**src/rtl/pulse_peak_pkg.sv**
```systemverilog
// rtl/pulse_peak_pkg.sv - shared types and field offsets for the pulse peak detector
package pulse_peak_pkg;

  typedef enum logic [1:0] {
    ACCUM = 2'd0,
    EMIT0 = 2'd1,
    EMIT1 = 2'd2
  } state_e;

  // Result word 0 layout
  localparam int DETECT_BIT = 31;
  localparam int OVF_BIT    = 30;
  localparam int CNT_LSB    = 16;
  localparam int IDX_LSB    = 0;
  localparam int IDX_FIELD  = 16;

  // Averaged sample layout: {I, Q}, both signed
  localparam int IQ_W  = 16;
  localparam int I_LSB = 16;
  localparam int Q_LSB = 0;

endpackage

```
**src/rtl/cmag_sq_pipe.sv**
```systemverilog
// rtl/cmag_sq_pipe.sv - two-stage I^2+Q^2 power pipeline with index/last sideband
module cmag_sq_pipe
  import pulse_peak_pkg::*;
#(
  parameter int IDX_W = 13
) (
  input  logic             clk,
  input  logic             rst_n,
  input  logic             flush_i,
  input  logic             valid_i,
  input  logic [31:0]      data_i,
  input  logic [IDX_W-1:0] idx_i,
  input  logic             last_i,
  output logic             valid_o,
  output logic [31:0]      pow_o,
  output logic [IDX_W-1:0] idx_o,
  output logic             last_o
);

  logic signed [31:0] i_ext;
  logic signed [31:0] q_ext;
  logic [31:0]        s1_ii_q, s1_qq_q;
  logic [IDX_W-1:0]   s1_idx_q;
  logic               s1_last_q, s1_valid_q;
  logic [31:0]        s2_pow_q;
  logic [IDX_W-1:0]   s2_idx_q;
  logic               s2_last_q, s2_valid_q;

  // Sign-extend so each square is formed at full 32-bit precision
  assign i_ext = {{(32-IQ_W){data_i[I_LSB+IQ_W-1]}}, data_i[I_LSB +: IQ_W]};
  assign q_ext = {{(32-IQ_W){data_i[Q_LSB+IQ_W-1]}}, data_i[Q_LSB +: IQ_W]};

  // Stage 1 squares, stage 2 sum; a square is at most 2^30 so the sum fits in 32 bits
  always_ff @(posedge clk or negedge rst_n) begin
    if (!rst_n) begin
      s1_ii_q    <= '0;
      s1_qq_q    <= '0;
      s1_idx_q   <= '0;
      s1_last_q  <= 1'b0;
      s1_valid_q <= 1'b0;
      s2_pow_q   <= '0;
      s2_idx_q   <= '0;
      s2_last_q  <= 1'b0;
      s2_valid_q <= 1'b0;
    end else begin
      s1_ii_q    <= $unsigned(i_ext * i_ext);
      s1_qq_q    <= $unsigned(q_ext * q_ext);
      s1_idx_q   <= idx_i;
      s1_last_q  <= last_i;
      s1_valid_q <= valid_i && !flush_i;
      s2_pow_q   <= s1_ii_q + s1_qq_q;
      s2_idx_q   <= s1_idx_q;
      s2_last_q  <= s1_last_q;
      s2_valid_q <= s1_valid_q && !flush_i;
    end
  end

  assign valid_o = s2_valid_q;
  assign pow_o   = s2_pow_q;
  assign idx_o   = s2_idx_q;
  assign last_o  = s2_last_q;

endmodule

```
**src/rtl/pulse_peak_detect.sv**
```systemverilog
// rtl/pulse_peak_detect.sv - per-pulse peak power search emitting a 2-beat result packet
module pulse_peak_detect
  import pulse_peak_pkg::*;
#(
  parameter int MAX_PULSE_SIZE = 8192,
  parameter int CNT_WIDTH      = 14
) (
  input  logic         clk,
  input  logic         reset,
  input  logic         clear,
  input  logic [31:0]  threshold,
  input  logic [31:0]  i_tdata,
  input  logic [127:0] i_tuser,
  input  logic         i_tvalid,
  input  logic         i_tlast,
  output logic         i_tready,
  output logic [31:0]  o_tdata,
  output logic [127:0] o_tuser,
  output logic         o_tvalid,
  output logic         o_tlast,
  input  logic         o_tready
);

  localparam int IDX_W = $clog2(MAX_PULSE_SIZE);
  localparam logic [IDX_W-1:0] IDX_MAX = IDX_W'(MAX_PULSE_SIZE - 1);

  state_e               state_q;
  logic                 rdy_q, hold_q;
  logic [IDX_W-1:0]     bin_idx_q;
  logic                 idx_full_q, ovf_q;
  logic [CNT_WIDTH-1:0] pulse_cnt_q;
  logic [31:0]          peak_mag_q;
  logic [IDX_W-1:0]     peak_idx_q;
  logic [127:0]         hdr_q;
  logic [31:0]          o_data_q;
  logic                 o_tvalid_q, o_tlast_q;

  logic                 in_fire;
  logic                 s2_valid, s2_last;
  logic [31:0]          s2_pow;
  logic [IDX_W-1:0]     s2_idx;
  logic                 take;
  logic [31:0]          word0_d;

  assign in_fire = i_tvalid && rdy_q;

  cmag_sq_pipe #(.IDX_W(IDX_W)) u_pipe (
    .clk     (clk),
    .rst_n   (reset),
    .flush_i (clear),
    .valid_i (in_fire),
    .data_i  (i_tdata),
    .idx_i   (bin_idx_q),
    .last_i  (i_tlast),
    .valid_o (s2_valid),
    .pow_o   (s2_pow),
    .idx_o   (s2_idx),
    .last_o  (s2_last)
  );

  // First bin of a pulse always loads; later bins must be strictly larger so ties keep the earliest
  assign take = s2_valid && ((s2_idx == '0) || (s2_pow > peak_mag_q));

  // Word 0 without the detect bit, built from the peak as it stands after the final compare
  always_comb begin
    word0_d = '0;
    word0_d[OVF_BIT] = ovf_q;
    word0_d[CNT_LSB +: CNT_WIDTH] = pulse_cnt_q;
    word0_d[IDX_LSB +: IDX_W] = take ? s2_idx : peak_idx_q;
  end

  // Control FSM: accumulate a pulse, then emit index/flags and peak power
  always_ff @(posedge clk or negedge reset) begin
    if (!reset) begin
      state_q     <= ACCUM;
      rdy_q       <= 1'b0;
      hold_q      <= 1'b0;
      bin_idx_q   <= '0;
      idx_full_q  <= 1'b0;
      ovf_q       <= 1'b0;
      pulse_cnt_q <= '0;
      peak_mag_q  <= '0;
      peak_idx_q  <= '0;
      hdr_q       <= '0;
      o_data_q    <= '0;
      o_tvalid_q  <= 1'b0;
      o_tlast_q   <= 1'b0;
    end else if (clear) begin
      state_q     <= ACCUM;
      rdy_q       <= 1'b1;
      hold_q      <= 1'b0;
      bin_idx_q   <= '0;
      idx_full_q  <= 1'b0;
      ovf_q       <= 1'b0;
      pulse_cnt_q <= '0;
      peak_mag_q  <= '0;
      peak_idx_q  <= '0;
      o_data_q    <= '0;
      o_tvalid_q  <= 1'b0;
      o_tlast_q   <= 1'b0;
    end else begin
      case (state_q)
        ACCUM: begin
          // Input closes from the tlast beat until the result packet is out
          rdy_q <= !hold_q && !(in_fire && i_tlast);
          if (in_fire) begin
            if (bin_idx_q == '0) hdr_q <= i_tuser;
            if (idx_full_q) ovf_q <= 1'b1;
            if (bin_idx_q == IDX_MAX) idx_full_q <= 1'b1;
            else bin_idx_q <= bin_idx_q + IDX_W'(1);
            if (i_tlast) hold_q <= 1'b1;
          end
          if (take) begin
            peak_mag_q <= s2_pow;
            peak_idx_q <= s2_idx;
          end
          if (s2_valid && s2_last) begin
            state_q    <= EMIT0;
            hold_q     <= 1'b0;
            o_data_q   <= word0_d;
            o_tvalid_q <= 1'b1;
            o_tlast_q  <= 1'b0;
          end
        end
        EMIT0: begin
          if (o_tready) begin
            state_q   <= EMIT1;
            o_data_q  <= peak_mag_q;
            o_tlast_q <= 1'b1;
          end
        end
        EMIT1: begin
          if (o_tready) begin
            state_q     <= ACCUM;
            rdy_q       <= 1'b1;
            pulse_cnt_q <= pulse_cnt_q + CNT_WIDTH'(1);
            bin_idx_q   <= '0;
            idx_full_q  <= 1'b0;
            ovf_q       <= 1'b0;
            peak_mag_q  <= '0;
            peak_idx_q  <= '0;
            o_data_q    <= '0;
            o_tvalid_q  <= 1'b0;
            o_tlast_q   <= 1'b0;
          end
        end
        default: state_q <= ACCUM;
      endcase
    end
  end

  // Detect follows the live threshold while word 0 is presented
  always_comb begin
    o_tdata = o_data_q;
    if (state_q == EMIT0) o_tdata[DETECT_BIT] = (peak_mag_q >= threshold);
  end

  assign i_tready = rdy_q;
  assign o_tuser  = hdr_q;
  assign o_tvalid = o_tvalid_q;
  assign o_tlast  = o_tlast_q;

endmodule
```
**config.mk**
```make
export PLATFORM = sky130hd
export DESIGN_NAME = pulse_peak_detect
export DESIGN_NICKNAME = d
export VERILOG_FILES = /design/src/rtl/pulse_peak_pkg.sv /design/src/rtl/cmag_sq_pipe.sv /design/src/rtl/pulse_peak_detect.sv
export SDC_FILE = /design/constraint.sdc
export NUM_CORES = 2
export LEC_CHECK = 0
export BUFFER_PORTS_ARGS = -buffer_cell sky130_fd_sc_hd__clkbuf_2
export CORE_ASPECT_RATIO = 0.75
export CORE_MARGIN = 2
export CORE_UTILIZATION = 40
export DETAILED_ROUTE_END_ITERATION = 10
export GPL_ROUTABILITY_DRIVEN = 1
export PLACE_DENSITY_LB_ADDON = 0.25
export REMOVE_ABC_BUFFERS = 1
export SYNTH_ARGS = -nofsm -noshare
export SYNTH_HDL_FRONTEND = slang
export SYNTH_SLANG_ARGS = --single-unit
export TNS_END_PERCENT = 50
```
**constraint.sdc**
```tcl
create_clock -name clk -period 3 [get_ports clk]
set_clock_uncertainty 0.1 [all_clocks]
set_input_delay 0.45 -clock clk [delete_from_list [all_inputs] [get_ports clk]]
set_output_delay 0.45 -clock clk [all_outputs]
set_load 0.02 [all_outputs]
```
==> flow_summary.yaml <==
global_route:
  grt_max_degree: 70
  grt_pass1_vias: 27200
  grt_pass1_wl_um: 143000
  grtUsageTotal: 0.202
  grt_overflow: 0
  grt_antenna_before_repair: 0
timing:
  worst_pin_slew_ns: 1.09
  max-slew-margin-rel: 0.273
  hold_viol_final: 0
  period_share: 1.79
  hold-worst-slack_ns: 0.0296
  finalCriticalPeriod_ns: 5.38
  rsz0062_at_grt: "yes"
  max_freq_ghz: 0.186
  setup_viol: 54
  worst_slack_ns: -2.38
  final_max_slew_viol_count: 0
setup_path:
  end_kind: "register"
  arrival_ns: 5.76
  start_kind: "primary input"
  reg2reg_slack_ns: 0.04
  path_class: "primary input to register"
  crit_end: "u_pipe.s1_ii_q[30]"
  rr_worst_depth: 13
  path_max_fanout: 5
  cp.required_ns: 3.38
  crit_start: "i_tdata[25]"
  r2r-start: "peak_mag_q[27]"
  reg2reg_to: "peak_mag_q[1]"
synthesis:
  synth_seq_area_share: 0.269
  synthFlopType: "dfrtp_1"
  synthesis.area_um2: 33900
  synthCells: 3271
  synthArstFlopShare: 1.00
  yosysMostFrequentCell: "inv_1"
  yosys_warnings: 0
  synth_area_leaders: "fa_1 (28%), dfrtp_1 (27%), ha_1 (10%)"
  synthTopCellsByCount: "inv_1 (718), fa_1 (471), dfrtp_1 (364)"
  yosys.area.top_type: "fa_1"
  yosysUniqueCellTypes: 81
  synth_top_area_frac: 0.278
  synth_edf_count: 0
  ys_seq_elements: 364
  postSynthAreaPerCell_um2: 10.4
placement:
  dp_hpwl_um: 70100
  io_buffers: 360
  place_congestion: 0.862
clock_tree:
  cts.sinks: 364
  cts_max_path_buffers: 3
  clk_pin_slew_ns: 0.06
  clk_latency_ns: 0.57
  cts_root_buf: "clkbuf_16"
  h-tree-depth: 2
  numCtsBuffers: 41
  cts_tree: "yes"
route:
  route.detailed.drc: 0
  dr_total_vias: 25600
  drt_first_pass_iters: 7
  drt_iter0_markers: 1195
  avgRoutedWirePerCell_um: 16.3
  ant_nets: 0
  vias_per_cell: 4.79
  totalWireLength_um: 87500
finish:
  final_nets: 5152
  n_antenna_cell: 0
  fillers: 7219
  drive_gt1_frac: 0.360
  multi_input_area_um2: 23400
  seqCellArea_um2: 9110
  area_growth_pct: 35.5
  final_core_util: 0.547
run_status:
  status: "finished, violations left"
  failed_checks: "negative setup slack"
die:
  rows: 92
  coreArea_um2: 83900
  die_height_um: 256
  die-area_um2: 87100
  die_x_um: 340
  ios: 361
  initial_core_util: 0.404
job:
  maxCapViolCount: 0
hold_path:
  hp-class: "primary input to register"
-- per-layer routing --
layer | GRT usage | vias to the layer above | wire, µm
met5 | 0 | - | 0
met4 | 0.0353 | 0 | 1370
met3 | 0.0255 | 87 | 3660
met2 | 0.326 | 484 | 41100
met1 | 0.295 | 12800 | 41300
li1 | - | 12200 | -
-- critical path: stages --
cell	delay, ns
clkbuf_16	0.14
nand2_2	0.07
inv_2	0.04
fa_1	0.54
inv_2	0.05
fa_1	0.55
fa_1	0.44
fa_1	0.54
inv_1	0.05
fa_1	0.47
inv_1	0.05
fa_1	0.53
inv_2	0.06
ha_4	0.22
a21o_1	0.17
a21o_1	0.18
a21oi_2	0.15
o21ai_2	0.10
o211a_4	0.26
o41ai_2	0.23
or3b_1	0.38
o211ai_1	0.09
-- placed cells by master, fill, tap and decap left out, drive strengths merged, types with 8 or more instances in the layout --
cell type,instances
dlygate4sd3,99
inv,716
a31o,8
a211oi,13
fa,471
nor2,186
a221oi,16
and2,65
nor2b,12
a21o,50
nand4,32
or2,9
o21bai,15
a31oi,14
xor2,38
a22o,45
nand3,61
nor4,8
dfrtp,364
nor3,29
and3,15
mux2,128
nand2b,20
or3,9
xnor2,83
ha,281
buf,560
o21ai,68
a21oi,82
nand2,197
o21a,15
clkinv,12
clkbuf,405
a22oi,16
-- flip-flops by register name (all words and copies together), names as in the netlist, 13 cells and up --
| name | flops |
|---|---|
| o_tuser | 128 |
| bin_idx_q | 13 |
| u_pipe.s1_ii_q | 31 |
| pulse_cnt_q | 14 |
| peak_idx_q | 13 |
| o_data_q | 32 |
| u_pipe.pow_o | 32 |
| u_pipe.idx_o | 13 |
| u_pipe.s1_qq_q | 31 |
| u_pipe.s1_idx_q | 13 |
| peak_mag_q | 32 |
-- worst min path at each step --
stage | start | endpoint | slack, ns | depth (start not counted)
finish | i_tuser[94] | o_tuser[94] | 0.03 | 2
global route | i_tuser[37] | o_tuser[37] | 0.002 | 2
CTS | i_tuser[94] | o_tuser[94] | 0.0003 | 2
detailed placement | u_pipe.s1_idx_q[2] | u_pipe.idx_o[2] | 0.24 | 0
global placement | u_pipe.s1_idx_q[11] | u_pipe.idx_o[11] | 0.23 | 0
floorplan | reset | bin_idx_q[0] | 0.05 | 0
-- through the flow --
step                setup WS [ns]  std cells  area [µm²]  TNS (ns)
global route                -2.59       5356       45900   -103.89
floorplan                  -11.79       3148       33200  -1634.19
global placement            -3.27       5103       40100   -143.36
finish                      -2.38       5356       45900    -95.67
detailed placement          -3.39       5103       40100   -145.29
CTS                         -2.45       5315       44200    -96.96
-- logic make-up after synthesis --
group	Yosys count	share of synthesized area
buffers and inverters	844	0.0985
adder cells (fa/ha/maj)	752	0.382
AND/OR/NAND/NOR	660	0.0916
AO/OA/AOI/OAI	399	0.0841
flip-flops	364	0.269
multiplexers	131	0.0434
XOR/XNOR	121	0.0313
-- timing repair --
action / 4_1_cts / 5_1_grt
endpoints found under the setup margin: 68 / 115
buffers inserted: 46 / 44
hold buffers: 99 / 0
gates cloned: 0 / 3
pin swaps: 149 / 162
resized for setup: 329 / 339
endpoints found under the hold margin: 156 / 0
-- cell type report --
type | count | share of cell area
clock buffer | 53 | 0.0246
clock inverter | 16 | 0.00412
inverter | 721 | 0.0597
multi-input combinational | 2063 | 0.510
sequential | 364 | 0.199
tap | 1128 | 0.0308
timing repair buffer | 1011 | 0.172
Power is left out: the tool's default activity adds up to more than one toggle a clock period on the data nets, which glitch-free logic cannot reach.
